### src/rtl/vga_sync_gen.sv
// -----------------------------------------------------------------------------
// vga_sync_gen
//   VGA raster timing generator for the 25 MHz pixel clock domain. A stage-0
//   pair of counters walks the raster; a stage-1 register bank presents the
//   pixel coordinates, video_on and the line/frame strobes to the colour
//   renderer. Sync pulses are registered in stage 1 and then delayed by
//   PIPE_DELAY further cycles, so that they line up with the renderer's
//   registered colour outputs.
//
// Ports
//   clk_0        in   1  pixel clock (single clock domain)
//   rst          in   1  asynchronous, active-low reset
//   enable       in   1  advance one pixel per clock when 1, hold when 0
//   pixel_x      out 10  horizontal position, 0..H_TOTAL-1
//   pixel_y      out 10  vertical position, 0..V_TOTAL-1
//   video_on     out  1  inside the visible area
//   hsync        out  1  horizontal sync, active level SYNC_POL
//   vsync        out  1  vertical sync, active level SYNC_POL
//   line_start   out  1  one-cycle strobe on the first pixel of a line
//   frame_start  out  1  one-cycle strobe on the first pixel of a frame
//   frame_count  out  8  completed-frame counter (wraps 255 -> 0)
// -----------------------------------------------------------------------------
module vga_sync_gen #(
  parameter int   H_VIDEO    = 640,
  parameter int   H_FRONT    = 16,
  parameter int   H_SYNC     = 96,
  parameter int   H_BACK     = 48,
  parameter int   V_VIDEO    = 480,
  parameter int   V_FRONT    = 10,
  parameter int   V_SYNC     = 2,
  parameter int   V_BACK     = 33,
  parameter logic SYNC_POL   = 1'b0,
  parameter int   PIPE_DELAY = 1
) (
  input  logic       clk_0,
  input  logic       rst,
  input  logic       enable,
  output logic [9:0] pixel_x,
  output logic [9:0] pixel_y,
  output logic       video_on,
  output logic       hsync,
  output logic       vsync,
  output logic       line_start,
  output logic       frame_start,
  output logic [7:0] frame_count
);

  localparam int H_TOTAL = H_VIDEO + H_FRONT + H_SYNC + H_BACK;
  localparam int V_TOTAL = V_VIDEO + V_FRONT + V_SYNC + V_BACK;

  // Raster totals must fit the 10-bit counters; the delay line is 0..4 deep.
  if ((H_TOTAL > 1024) || (V_TOTAL > 1024)) begin : g_total_check
    $error("vga_sync_gen: H_TOTAL and V_TOTAL must not exceed 1024");
  end
  if ((PIPE_DELAY < 0) || (PIPE_DELAY > 4)) begin : g_delay_check
    $error("vga_sync_gen: PIPE_DELAY must be in 0..4");
  end

  localparam logic [9:0]  H_LAST     = 10'(H_TOTAL - 1);
  localparam logic [9:0]  V_LAST     = 10'(V_TOTAL - 1);
  // Bounds are kept 11 bits wide so a full 1024-pixel value still compares.
  localparam logic [10:0] H_VIDEO_L  = 11'(H_VIDEO);
  localparam logic [10:0] V_VIDEO_L  = 11'(V_VIDEO);
  localparam logic [10:0] HS_FIRST_L = 11'(H_VIDEO + H_FRONT);
  localparam logic [10:0] HS_LAST_L  = 11'(H_VIDEO + H_FRONT + H_SYNC - 1);
  localparam logic [10:0] VS_FIRST_L = 11'(V_VIDEO + V_FRONT);
  localparam logic [10:0] VS_LAST_L  = 11'(V_VIDEO + V_FRONT + V_SYNC - 1);

  // Stage 0 state
  logic [9:0] h_cnt_r;
  logic [9:0] v_cnt_r;
  logic [7:0] frame_count_r;

  // Stage 0 decode
  logic [10:0] h_ext_s;
  logic [10:0] v_ext_s;
  logic        h_last_s;
  logic        v_last_s;
  logic        hs_active_s;
  logic        vs_active_s;
  logic        hs_raw_s;
  logic        vs_raw_s;

  // Stage 1 registers
  logic [9:0] pixel_x_r;
  logic [9:0] pixel_y_r;
  logic       video_on_r;
  logic       line_start_r;
  logic       frame_start_r;
  logic       hs1_r;
  logic       vs1_r;

  assign h_ext_s     = {1'b0, h_cnt_r};
  assign v_ext_s     = {1'b0, v_cnt_r};
  assign h_last_s    = (h_cnt_r == H_LAST);
  assign v_last_s    = (v_cnt_r == V_LAST);
  assign hs_active_s = (h_ext_s >= HS_FIRST_L) && (h_ext_s <= HS_LAST_L);
  assign vs_active_s = (v_ext_s >= VS_FIRST_L) && (v_ext_s <= VS_LAST_L);
  assign hs_raw_s    = hs_active_s ? SYNC_POL : ~SYNC_POL;
  assign vs_raw_s    = vs_active_s ? SYNC_POL : ~SYNC_POL;

  // Stage 0: raster counters and completed-frame counter, advanced by enable.
  always_ff @(posedge clk_0 or negedge rst) begin
    if (!rst) begin
      h_cnt_r       <= 10'd0;
      v_cnt_r       <= 10'd0;
      frame_count_r <= 8'd0;
    end else if (enable) begin
      if (h_last_s) begin
        h_cnt_r <= 10'd0;
        if (v_last_s) begin
          v_cnt_r       <= 10'd0;
          frame_count_r <= frame_count_r + 8'd1;
        end else begin
          v_cnt_r <= v_cnt_r + 10'd1;
        end
      end else begin
        h_cnt_r <= h_cnt_r + 10'd1;
      end
    end
  end

  // Stage 1: presentation registers, reloaded from stage 0 every clock.
  // Strobes are qualified by enable so a stall on pixel 0 cannot repeat them.
  always_ff @(posedge clk_0 or negedge rst) begin
    if (!rst) begin
      pixel_x_r     <= 10'd0;
      pixel_y_r     <= 10'd0;
      video_on_r    <= 1'b0;
      line_start_r  <= 1'b0;
      frame_start_r <= 1'b0;
      hs1_r         <= ~SYNC_POL;
      vs1_r         <= ~SYNC_POL;
    end else begin
      pixel_x_r     <= h_cnt_r;
      pixel_y_r     <= v_cnt_r;
      video_on_r    <= (h_ext_s < H_VIDEO_L) && (v_ext_s < V_VIDEO_L);
      line_start_r  <= enable && (h_cnt_r == 10'd0);
      frame_start_r <= enable && (h_cnt_r == 10'd0) && (v_cnt_r == 10'd0);
      hs1_r         <= hs_raw_s;
      vs1_r         <= vs_raw_s;
    end
  end

  if (PIPE_DELAY == 0) begin : g_no_delay
    assign hsync = hs1_r;
    assign vsync = vs1_r;
  end else begin : g_delay
    logic [PIPE_DELAY-1:0] hs_dly_r;
    logic [PIPE_DELAY-1:0] vs_dly_r;

    // Sync alignment shift register; free-running, independent of enable.
    always_ff @(posedge clk_0 or negedge rst) begin
      if (!rst) begin
        hs_dly_r <= {PIPE_DELAY{~SYNC_POL}};
        vs_dly_r <= {PIPE_DELAY{~SYNC_POL}};
      end else begin
        hs_dly_r[0] <= hs1_r;
        vs_dly_r[0] <= vs1_r;
        for (int i = 1; i < PIPE_DELAY; i++) begin
          hs_dly_r[i] <= hs_dly_r[i-1];
          vs_dly_r[i] <= vs_dly_r[i-1];
        end
      end
    end

    assign hsync = hs_dly_r[PIPE_DELAY-1];
    assign vsync = vs_dly_r[PIPE_DELAY-1];
  end

  assign pixel_x     = pixel_x_r;
  assign pixel_y     = pixel_y_r;
  assign video_on    = video_on_r;
  assign line_start  = line_start_r;
  assign frame_start = frame_start_r;
  // frame_count comes from stage 0, so it steps on the edge that presents the
  // last pixel of a frame, one cycle ahead of the next frame_start.
  assign frame_count = frame_count_r;

endmodule

### config.mk
export PLATFORM = sky130hd
export DESIGN_NAME = vga_sync_gen
export DESIGN_NICKNAME = d
export VERILOG_FILES = /design/src/rtl/vga_sync_gen.sv
export SDC_FILE = /design/constraint.sdc
export NUM_CORES = 1
export LEC_CHECK = 0
export CAP_MARGIN = 20
export CORE_MARGIN = 3
export CORE_UTILIZATION = 45
export CTS_BUF_LIST = sky130_fd_sc_hd__clkbuf_8
export CTS_CLUSTER_DIAMETER = 40
export DETAILED_ROUTE_END_ITERATION = 16
export HOLD_SLACK_MARGIN = 0.08
export PLACE_DENSITY = 0.8
export SLEW_MARGIN = 0
export SYNTH_ARGS = -nofsm -noshare
export SYNTH_HDL_FRONTEND = slang
export SYNTH_SLANG_ARGS = --single-unit
### constraint.sdc
create_clock -name clk_0 -period 4.1 [get_ports clk_0]
set_input_delay 1.025 -clock clk_0 [delete_from_list [all_inputs] [get_ports clk_0]]
set_output_delay 1.025 -clock clk_0 [all_outputs]
set_load 0.02 [all_outputs]
; After elaboration in Yosys (flattened, before gate mapping)
; Index checks and enable logic that the tools add are counted.
[totals]
register_bits = 55
word_cells = 36
[classes]
addsub = 3
magnitude_cmp = 6
eq_ne = 2
muxes = 4
reduce_logical = 9
[ops]
columns = operator, count
row1 = adder 10 x 1 -> 10 bit (second input constant), 2
row2 = == test 10 bit (second input constant), 2
row3 = zero test 10 bit, 2
row4 = two-way mux 10 bit, 2
row5 = >= comparator 10 bit (second input constant), 1
row6 = >= comparator 10 x 9 -> 1 bit (second input constant), 1
row7 = <= comparator 10 bit (second input constant), 1
row8 = <= comparator 10 x 9 -> 1 bit (second input constant), 1
row9 = < comparator 10 bit (second input constant), 1
row10 = < comparator 10 x 9 -> 1 bit (second input constant), 1
row11 = adder 8 x 1 -> 8 bit (second input constant), 1
row12 = logical AND 1 bit, 5
row13 = AND reduction 3 bit, 1
row14 = two-way mux 1 bit, 2
row15 = AND reduction 2 bit, 1

; Longest topological paths before layout
[logic_depth]
ltp_word = 3
depth_mapped = 7
ltp_nobuf = 6

; Least setup slack after synthesis
; Ideal clock, no wire load.
[synth_path]
path_type = input to register
from = input port enable
to = register frame_count_r[7] (netlist: frame_count[7])
setup_time_ns = 0.079
t_arrival_ns = 2.180
required_time_ns = 4.021
slack_ns = 1.841
cell_stages = 5
path_buffers = 1
cell_sequence = nand4_2 > or3b_1 > buf_6 > nor4_4 > xor2_1
[synth_via]
elab_chain_cells = 1
[synth_rtl]
columns = element, line_no
row1 = from (decl), 37  ; input logic enable,
row2 = AND reduction 3 bit (no source line), --
row3 = to (signal assigned), 113  ; frame_count_r <= frame_count_r + 8'd1;
row4 = to (decl), 72  ; logic [7:0] frame_count_r;
; Every way passes these cells.
; A chain may end at the register's enable or synchronous reset.

; Final worst setup path
[layout_path]
from = input port enable
to = register frame_count_r[1] (netlist: frame_count[1])
; Same word-level chain as after synthesis.

==> flow_summary.ini <==
[clocking]
clkLatencyLatePin_ns = 0.30
ctsRootBufferMaster = clkbuf_8
cts_setup_buffers = 0
cts_resized = 0
clk_path_buf_depth = 2
h-tree-depth = 2
clock_sinks = 55
holdBufCountCts = 0
numCtsBuffers = 5
cts.clk_slew.worst_paths_ns = 0.09
cts_tree = yes

[timing]
fmax_ghz = 0.343
finalClockSkew_ns = 0.00624
worst_pin_slew_ns = 0.617
max_slew_margin = 0.588
tns_ns = 0
hold_viol_final = 0
setup_violations = 0
rsz0062_at_grt = no
finalMaxSlewViolations = 0
fin_crit_sh = 0.712
min_period_ns = 2.92

[critical_path]
cpPeakStageDelay_ns = 0.65
cp_max_fo = 12
critPathArrivalTime_ns = 3.11
cp-end-kind = flop
crit_required_ns = 4.29
slowest_stage = or3b_1
crit_chain = clkdlybuf4s50_1 > nand4_2 > or3b_1 > nor2_1 > mux2_2
crit_type = in2reg
critPathLaunchType = input port

[yosys]
syn-num-nets = 186
synth_warnings = 0
asyncSetResetFlopFracSynth = 1.00
yosysUniqueCellTypes = 38
synth_top_area_share = 0.575
synth_area_um2 = 2220
yosysMostFrequentCell = dfrtp_1
synth_area_per_cell_um2 = 12.5
ys.flop_type = dfrtp_1
synth-seq-area-share = 0.623
synth_area_leader_cell = dfrtp_1
synthTopCellsByArea = dfrtp_1 58%, dfstp_2 4.7%, xor2_1 3.9%, ha_1 3.4%, xnor2_1 3.2%
ys_top_cells_by_count = 51 x dfrtp_1, 11 x nand2_1, 11 x nand3_1, 10 x xor2_1
synth_edf_count = 0
synth-seq-cells = 55
syn_inst = 177

[floorplanning]
core-area_um2 = 4560
die_w_um = 76.2
die_area_um2 = 5810
start_util = 0.486
die_y_um = 76.2
io_pins = 36
rows = 24

[final_layout]
instances_no_fill = 284
drive_above_1_share = 0.123
areaGrowthSynthToFinish_pct = 25.0
num-nets-final = 227
antenna_cells = 0
final_util = 0.607

[power]
leakagePower_uw = 0.00130
power.ir.vdd_worst_v = 0.000203
power_density_nw_per_um2 = 423

[detailed_routing]
viasPerCell = 5.26
wl_per_cell_um = 13.5
drtIter0Drc = 88
antenna_left = 0
drcViolationCount = 0
wl_um = 3840
first_pass_iters = 4
vias = 1493

[placed_design]
dp_hpwl_um = 2520
port_buffers = 35
place_inst = 275
place.gp.congestion = 0.810

[run_status]
outcome = complete, no violations

[global_route]
overflow = 0
grt_max_degree = 54
antenna_found_initial = 0
grt_first_pass_wirelength_um = 6650
grt_pass1_vias = 1405
grt_use_total = 0.139

[hold_path]
hp-class = reg2reg

[run]
maxCapViolCount = 0
==> worst max-delay path, delay by kind of cell <==
family | cells | cell delay [ns]
mux | 1 | 0.36
simple gates | 3 | 1.12
buf+inv | 1 | 0.60
==> kinds of logic after synthesis <==
logic type / Yosys count / share of synthesized area
AOI/OAI and AO/OA: 16 / 0.0417
xor gates and xnor gates: 18 / 0.0711
adders and majority gates: 6 / 0.0338
buffers and inverters: 12 / 0.0259
DFF: 55 / 0.623
muxes: 1 / 0.00508
and+or+nand+nor: 69 / 0.200
==> cell type report <==
cell class	instances	area, um^2
Tap cell	65	81.3
Inverter	6	22.5
Multi-Input combinational cell	110	779
Timing Repair Buffer	40	395
Sequential cell	55	1380
Fill cell	382	1790
Clock inverter	3	43.8
Clock buffer	5	68.8
==> registers in the layout (all words and copies together), names as in the netlist <==
signal,cells
v_cnt_r,10
hsync,1
vs1_r,1
pixel_y,10
pixel_x,10
vsync,1
video_on,1
hs1_r,1
h_cnt_r,10
line_start,1
frame_count,8
frame_start,1
==> power breakdown <==
group          leakage [uW]  internal, uW  switching (uW)
Sequential         0.000698           592            56.3
Clock             0.0000581           182             166
Combinational      0.000542          88.5            86.5
==> final timing paths <==
check	from	endpoint	slack (ns)	depth (start not counted)
min in group asynchronous	rst	pixel_x[5]	0.69	1
worst max-delay path	enable	frame_count[1]	1.18	5
max in group asynchronous	rst	h_cnt_r[1]	2.78	3
worst min-delay path	hs1_r	hsync	0.36	0
worst min register to register	hs1_r	hsync	0.36	0
worst max register to register	v_cnt_r[5]	frame_count[1]	1.80	4
==> layer usage <==
metal | routed length [um] | track usage | up-vias
met5 | 0 | 0 | -
met4 | 82 | 0.0670 | 0
met3 | 217 | 0.0296 | 10
met2 | 1740 | 0.210 | 57
met1 | 1800 | 0.191 | 724
li1 | - | - | 702
==> cell usage in the layout (no fill, tap or decap), types with 6 or more instances in the layout <==
master	n
and3_1	6
clkdlybuf4s50_1	34
dfrtp_1	51
ha_1	6
inv_1	6
nand2_1	11
nand3_1	11
nand4_1	7
nor2_1	7
nor3_1	7
o21ai_0	8
xnor2_1	8
xor2_1	10
==> stage by stage <==
step / hold slack (ns) / power, uW / instance area [um^2] / setup WS [ns]
finish: 0.360 / 1170 / 2770 / 1.18
floorplan: 0.345 / 752 / 2220 / 1.84
detailed placement: 0.347 / 833 / 2640 / 0.842
CTS: 0.361 / 1180 / 2750 / 1.17
global route: 0.366 / 1220 / 2770 / 1.05
global placement: 0.346 / 828 / 2640 / 0.926
(Power assumes the default switching activity.)
